==> config.mk <==
export PLATFORM = sky130hd
export DESIGN_NAME = prg_loader
export DESIGN_NICKNAME = d
export VERILOG_FILES = /design/src/rtl/prg_loader.sv
export SDC_FILE = /design/constraint.sdc
export NUM_CORES = 1
export LEC_CHECK = 0
export ABC_AREA = 1
export BUFFER_PORTS_ARGS = -buffer_cell sky130_fd_sc_hd__buf_2
export CORE_ASPECT_RATIO = 1.4
export CORE_MARGIN = 4
export CORE_UTILIZATION = 50
export DETAILED_ROUTE_END_ITERATION = 16
export PLACE_DENSITY = 0.75
export SLEW_MARGIN = 20
export SYNTH_ARGS = -nofsm -noshare
export SYNTH_HDL_FRONTEND = slang
export SYNTH_SLANG_ARGS = --single-unit
==> constraint.sdc <==
create_clock -name clk_sys -period 2.7 [get_ports clk_sys]
set_input_delay 0.27 -clock clk_sys [delete_from_list [all_inputs] [get_ports clk_sys]]
set_output_delay 0.27 -clock clk_sys [all_outputs]
set_load 0.02 [all_outputs]
==> src/rtl/prg_loader.sv <==
// PRG download sequencer: parses the load-address header, streams the
// payload into main RAM, then writes the BASIC end-of-program pointers.
module prg_loader #(
  parameter logic [7:0] PRG_INDEX = 8'd1
) (
  input  logic        clk_sys,
  input  logic        reset,
  input  logic        ioctl_download,
  input  logic [7:0]  ioctl_index,
  input  logic        ioctl_wr,
  input  logic [24:0] ioctl_addr,
  input  logic [7:0]  ioctl_dout,
  output logic        ioctl_wait,
  output logic [15:0] ram_addr,
  output logic [7:0]  ram_data,
  output logic        ram_wr,
  input  logic        ram_ack,
  output logic        busy,
  output logic        done,
  output logic [15:0] end_addr,
  output logic        overflow
);

  typedef enum logic [2:0] {
    IDLE,
    HDR_HI,
    DATA,
    PTR,
    DONE
  } state_t;

  state_t state;
  state_t state_nx;

  logic        stb;
  logic        off0;
  logic        off1;
  logic [7:0]  load_lo;
  logic [15:0] wptr;
  logic        drain;
  logic [2:0]  pidx;

  logic [15:0] fa [2];
  logic [7:0]  fd [2];
  logic        rd_ptr;
  logic        wr_ptr;
  logic [1:0]  cnt;
  logic        full;
  logic        empty;

  logic        push;
  logic        pop;
  logic        drop;
  logic        hdr_lo;
  logic        hdr_hi;
  logic        to_ptr;
  logic        ptr_ack;

  logic [15:0] ptr_addr;
  logic [7:0]  ptr_data;

  assign stb   = ioctl_download & ioctl_wr
               & (ioctl_index == PRG_INDEX);
  assign off0  = (ioctl_addr == 25'd0);
  assign off1  = (ioctl_addr == 25'd1);
  assign full  = (cnt == 2'd2);
  assign empty = (cnt == 2'd0);

  always_comb begin
    state_nx = state;
    push     = 1'b0;
    drop     = 1'b0;
    pop      = 1'b0;
    hdr_lo   = 1'b0;
    hdr_hi   = 1'b0;
    to_ptr   = 1'b0;
    ptr_ack  = 1'b0;
    unique case (state)
      IDLE: begin
        if (stb && off0) begin
          hdr_lo   = 1'b1;
          state_nx = HDR_HI;
        end
      end
      HDR_HI: begin
        if (!ioctl_download) begin
          state_nx = IDLE;
        end else if (stb && off1) begin
          hdr_hi   = 1'b1;
          state_nx = DATA;
        end
      end
      DATA: begin
        // once the download has ended, late strobes are no longer payload
        if (stb && !drain && !off0 && !off1) begin
          if (full) drop = 1'b1;
          else      push = 1'b1;
        end
        pop = ram_ack & ~empty;
        if ((drain || !ioctl_download) && empty) begin
          to_ptr   = 1'b1;
          state_nx = PTR;
        end
      end
      PTR: begin
        ptr_ack = ram_ack;
        if (ram_ack && pidx == 3'd7) state_nx = DONE;
      end
      DONE: begin
        state_nx = IDLE;
      end
      default: begin
        state_nx = IDLE;
      end
    endcase
  end

  always_ff @(posedge clk_sys) begin
    if (reset) begin
      state    <= IDLE;
      load_lo  <= 8'd0;
      wptr     <= 16'd0;
      drain    <= 1'b0;
      pidx     <= 3'd0;
      rd_ptr   <= 1'b0;
      wr_ptr   <= 1'b0;
      cnt      <= 2'd0;
      end_addr <= 16'd0;
      overflow <= 1'b0;
    end else begin
      state <= state_nx;
      if (hdr_lo) begin
        load_lo  <= ioctl_dout;
        overflow <= 1'b0;
      end
      if (hdr_hi) begin
        wptr  <= {ioctl_dout, load_lo};
        drain <= 1'b0;
      end
      if (state == DATA && !ioctl_download) drain <= 1'b1;
      if (push) begin
        wr_ptr <= ~wr_ptr;
        wptr   <= wptr + 16'd1;
      end
      if (pop) rd_ptr <= ~rd_ptr;
      if (push && !pop) cnt <= cnt + 2'd1;
      if (pop && !push) cnt <= cnt - 2'd1;
      if (drop) overflow <= 1'b1;
      if (to_ptr) begin
        end_addr <= wptr;
        pidx     <= 3'd0;
      end
      if (ptr_ack) pidx <= pidx + 3'd1;
    end
  end

  always_ff @(posedge clk_sys) begin
    if (push) begin
      fa[wr_ptr] <= wptr;
      fd[wr_ptr] <= ioctl_dout;
    end
  end

  // even slots carry the low byte, odd slots the high byte
  always_comb begin
    ptr_addr = 16'h0000;
    unique case (pidx)
      3'd0:    ptr_addr = 16'h002D;
      3'd1:    ptr_addr = 16'h002E;
      3'd2:    ptr_addr = 16'h002F;
      3'd3:    ptr_addr = 16'h0030;
      3'd4:    ptr_addr = 16'h0031;
      3'd5:    ptr_addr = 16'h0032;
      3'd6:    ptr_addr = 16'h00AE;
      3'd7:    ptr_addr = 16'h00AF;
      default: ptr_addr = 16'h0000;
    endcase
    ptr_data = pidx[0] ? end_addr[15:8] : end_addr[7:0];
  end

  always_comb begin
    ram_wr   = 1'b0;
    ram_addr = 16'd0;
    ram_data = 8'd0;
    if (state == PTR) begin
      ram_wr   = 1'b1;
      ram_addr = ptr_addr;
      ram_data = ptr_data;
    end else if (!empty) begin
      ram_wr   = 1'b1;
      ram_addr = fa[rd_ptr];
      ram_data = fd[rd_ptr];
    end
  end

  assign ioctl_wait = full | (state == PTR) | (state == DONE);
  assign busy       = (state == HDR_HI) | (state == DATA)
                    | (state == PTR);
  assign done       = (state == DONE);

endmodule
Word level (Yosys, flattened, before mapping)
Memory sizes are Yosys's and may differ from the RTL's. A register that Yosys moved wholly into a read port is not among the register bits.
Index checks and enable logic that the tools add are counted.
- register bits after elaboration: 52
- RAM bits: 48
- memory bits (read-only): 48
- input bits: 46
- output and inout bits: 45
- logic and storage cells: 111
- memories kept: 3
- memories (memory ; words ; bits a word ; read ports ; clocked after memory_dff ; write ports ; line ; source):
    (name not given) ; 8 ; 6 ; 1 ; 1 ; 0 ; 167 ; unique case (pidx)
    fa ; 2 ; 16 ; 1 ; 1 ; 1 ; 43 ; logic [15:0] fa [2];
    fd ; 2 ; 8 ; 1 ; 1 ; 1 ; 44 ; logic [7:0] fd [2];
- add/sub/neg operators: 4
- equality and inequality tests: 12
- mux-type cells: 46
- bitwise logic cells: 10
- reduce and logical (&&, ||, !) cells: 26
- operators by type and width (operator ; number):
    $mux 16 ; 4
    $mux 1 ; 27
    $mux 3 ; 9
    $eq 25x1->1 const B ; 1
    $logic_not 25->1 ; 1
    $mux 8 ; 3
    $add 16x1->16 const B ; 1
    $pmux 3 s4 ; 1
    $logic_and 1x1->1 ; 10
    $reduce_bool 2->1 ; 5
    $eq 8x1->1 const B ; 1
    $eq 3x2->1 const B ; 2
    $eq 3x3->1 const B ; 2
    $logic_not 1->1 ; 6
    $ne 2x2->1 const B ; 3
    $mux 2 ; 2
    $or 1x1->1 ; 4
    $reduce_and 4->1 ; 1
    $add 3x1->3 const B ; 1
    $and 1x1->1 ; 3
    $eq 3x1->1 const B ; 1
    $logic_not 3->1 ; 1
    $ne 3x3->1 const B ; 1
    $not 1->1 ; 3
    5 further kinds ; 5

Longest topological paths before layout
- depth in word-level cells: 10
- depth in mapped cells: 13
- mapped depth without buffers: 13

Worst setup path after synthesis
Ideal clock, no wire load.
- path kind: reg2reg
- from: register state[0]
- to: memory fa[0][0] (enable)
- library setup time: 0.405 ns
- arrival time: 2.159 ns
- required time: 2.295 ns
- setup slack: 0.136 ns
- cell stages (with the launch flop): 9
- buffers on the path: 1
- clock period less this slack: 2.564 ns
- path through: dfxtp_1 > nor2_1 > inv_2 > nor2_8 > inv_2 > nor2_8 > nand2_4 > buf_6 > nor2_1
- word-level cells in the longest chain between the ends: 4
- RTL lines (what ; line ; source):
    from (decl) ; 32 ; state_t state;
    from (signal assigned) ; 131 ; state <= state_nx;
    $eq 3x2->1 ; 78 ; unique case (state)
    $mux 1 ; 78 ;
    $mux 1 ; 158 ; if (push) begin
    $mux 1 (not written as such) ; 159 ; fa[wr_ptr] <= wptr;
    to (decl) ; 43 ;
No other way between the ends.

Worst setup path after layout
- from: register cnt[0]
- to: output ram_data[4]
- word-level cells in the longest chain between the ends: 3
- RTL lines (what ; line ; source):
    from (decl) ; 47 ; logic [1:0] cnt;
    from (signal assigned) ; 146 ; if (push && !pop) cnt <= cnt + 2'd1;
    from (signal assigned) ; 147 ; if (pop && !push) cnt <= cnt - 2'd1;
    $logic_not 2->1 ; 67 ; assign empty = (cnt == 2'd0);
    $mux 8 ; 189 ; end else if (!empty) begin
    $mux 8 ; 185 ; if (state == PTR) begin
    to (decl) ; 15 ; output logic [7:0] ram_data,
No other way between the ends.

==> metrics.cfg <==
[run_status]
status=completed

[clocking]
clk_pin_slew_ns=0.07
clockBufferDepth=2
cts_setup_buffers=0
cts_sinks=106
cts_buffers=9
hold_buffers=0
cts_max_level=3
clockRootBuffer=clkbuf_16
cts_resized=0
cts_tree=built
worstSkewPairLatency_ns=0.34

[finish]
diodes=0
nets=735
layout-drive-gt1-share_pct=22.71
final_cell_count_no_fill=822
areaGrowthSynthToFinish_pct=16.61

[sta]
setup_ws_ns=0.4737
worst_clock_skew_ns=0.006255
slew_violations=0
period_share_pct=82.46
max_freq_mhz=449.2
report.final.setup_viol=0
tightest_slew_ns=0.7365
rsz0062_at_grt=false
hold_viol=0
timing.slew.headroom_pct=50.85
timing.final.crit_period_ns=2.226
setup_tns_ns=0

[worst_setup_path]
worstSetupStartpoint=cnt[0]
cp_cell_sequence=inv_1 -> nand2_1 -> nand2_1 -> buf_4 -> o32ai_1 -> buf_2
rr_worst_depth=10
cp-end-kind=output pin
crit_path_max_incr_delay_ns=0.37
cp.required_ns=2.43
crit_type=reg -> out
r2r_slack_ns=0.67
crit_family=buffers and inverters
regToRegEndpoint=cnt[1]
path_max_fanout=13
critPathBufInv=3
slowest_stage=dfxtp_1
r2r-start=state[0]
startpoint_type=register
crit_top_cell=nand2_1
arrival_ns=1.96

[die]
die_w_um=93.36
io_pins=91
coreArea_um2=9953
die_area_um2=11900
start_util_pct=51.24
die_y_um=127.5
num_rows=43

[route]
drt_iter0_markers=336
wl_per_cell_um=15.66
wirelength_mm=12.87
drc_errors=0
via_per_inst=5.322
ant_nets=0
via_count=4375
drtPass1Iterations=4

[worst_hold_path]
worstHoldPathCells=1
min_to=fd[0][6]
hold_path_class=in -> reg
hold_start=ioctl_dout[6]

[placement]
place.gp.congestion=0.9246
placed_cells=806
dp_hpwl_mm=9.802
portBuffers=90
pre_cts_ws_ns=0.5847

[synth]
synth_ff_type=dfxtp_1
yosys.area.top_type=edfxtp_1
synthArstFlopShare_pct=0
synth_edf_count=48
ys_top_cells_by_count=nand2_1 (114), nor2_1 (84), dfxtp_1 (58)
syn_avg_cell_area_um2=8.600
ys_seq_area_share_pct=51.03
ys_seq_elements=106
synth_most_common_cell=nand2_1
ys_types=40
yosysWarnings=0
synthesis.area_um2=5100
yosys-top-cells-area=edfxtp_1 (28%), dfxtp_1 (23%), nand2_1 (8.4%), nor2_1 (6.2%), inv_1 (4.2%)
syn_nets=646
syn_inst=593
yosysTopAreaCellShare_pct=28.26

[grt]
grt_usage_pct=23.05
grt_max_degree=38
antenna_found_initial=0
grt_pass1_wl_mm=21.18
grt_pass1_vias=4389
grt_overflow=0

[pwr]
p_per_area_nw_per_um2=538.4
ir_worst_vdd_mv=0.2737
leakagePower_nw=2.636

[flow_run]
drv_cap=0

==> per-stage QoR <==
step                total power [mW]  util (%)  hold WS [ns]  instance area, um2
floorplan                      1.891         -        0.3689                5100
global placement               1.981     56.84        0.4622                5658
detailed placement             1.987     56.84        0.4585                5658
CTS                            3.231     59.75        0.1400                5947
global route                   3.327     59.75        0.1443                5947
finish                         3.202     59.75        0.1465                5947
==> cell usage in the layout, fill, tap and decap left out, types with 3 or more instances in the layout <==
master,count
buf_2,90
o21ai_0,38
xor2_1,4
nor2_4,3
nand4_2,3
o32ai_1,10
nand4_1,7
nor3_1,6
inv_1,57
nor2_2,10
mux2i_1,12
buf_4,10
nand3_2,7
nand3_1,40
dfxtp_1,58
nor2_1,82
edfxtp_1,48
nor3_2,4
inv_2,7
clkbuf_16,10
ha_1,7
nand2_1,114
o21ai_1,3
a21oi_1,35
==> logic make-up (layout without fill, tap and decap cells) <==
logic type                 count (synthesis)  count (layout)  synth area share, %
AOI/OAI and AO/OA                         91              91                9.887
xor gates and xnor gates                   4               4               0.6869
adders and majority gates                  7               7                1.717
buffers and inverters                     88             182                7.630
DFF                                      106             106                51.03
muxes                                     12              12                2.355
and+or+nand+nor                          285             285                26.69
==> power by group <==
part | switching (mW) | total (mW) | internal (mW)
clock network | 0.561 | 1.25 | 0.689
logic | 0.160 | 0.241 | 0.0811
registers | 0.0217 | 1.71 | 1.69
==> state kept, by name, summed over array words and instances (netlist names), 2 cells and up, named ones only <==
name	flops
load_lo	8
wptr	16
cnt	2
pidx	3
state	3
fa	32
end_addr	16
ptr_addr	5
fd	16
==> per-layer routing <==
layer  share of wire (%)  vias up  GRT usage [%]  wire length, um
met5                   0        -              0                0
met4                 5.9        0          14.75              763
met3                 5.8       41          3.769              748
met2                  50      165          40.02             6432
met1                  38     2008          25.84             4925
li1                    -     2161              -                -
==> layout make-up <==
type | instances | area [um2]
clock buffers | 12 | 257.7
repair buffers | 100 | 525.5
fillers | 902 | 4006
multi-input cells | 399 | 2113
well taps | 135 | 168.9
clock inverters | 4 | 31.28
inverters | 66 | 247.7
flip-flops and latches | 106 | 2603
==> worst max path at each step <==
stage                   to  slack [ns]  cells after the start
2_1_floorplan     fa[0][0]        0.14                      8
3_3_place_gp        cnt[1]        0.67                     13
3_5_place_dp        cnt[1]        0.58                     13
4_1_cts        ram_data[4]        0.40                      6
5_1_grt        ram_data[4]        0.29                      6
6_report       ram_data[4]        0.47                      6
(Power assumes the default switching activity.)
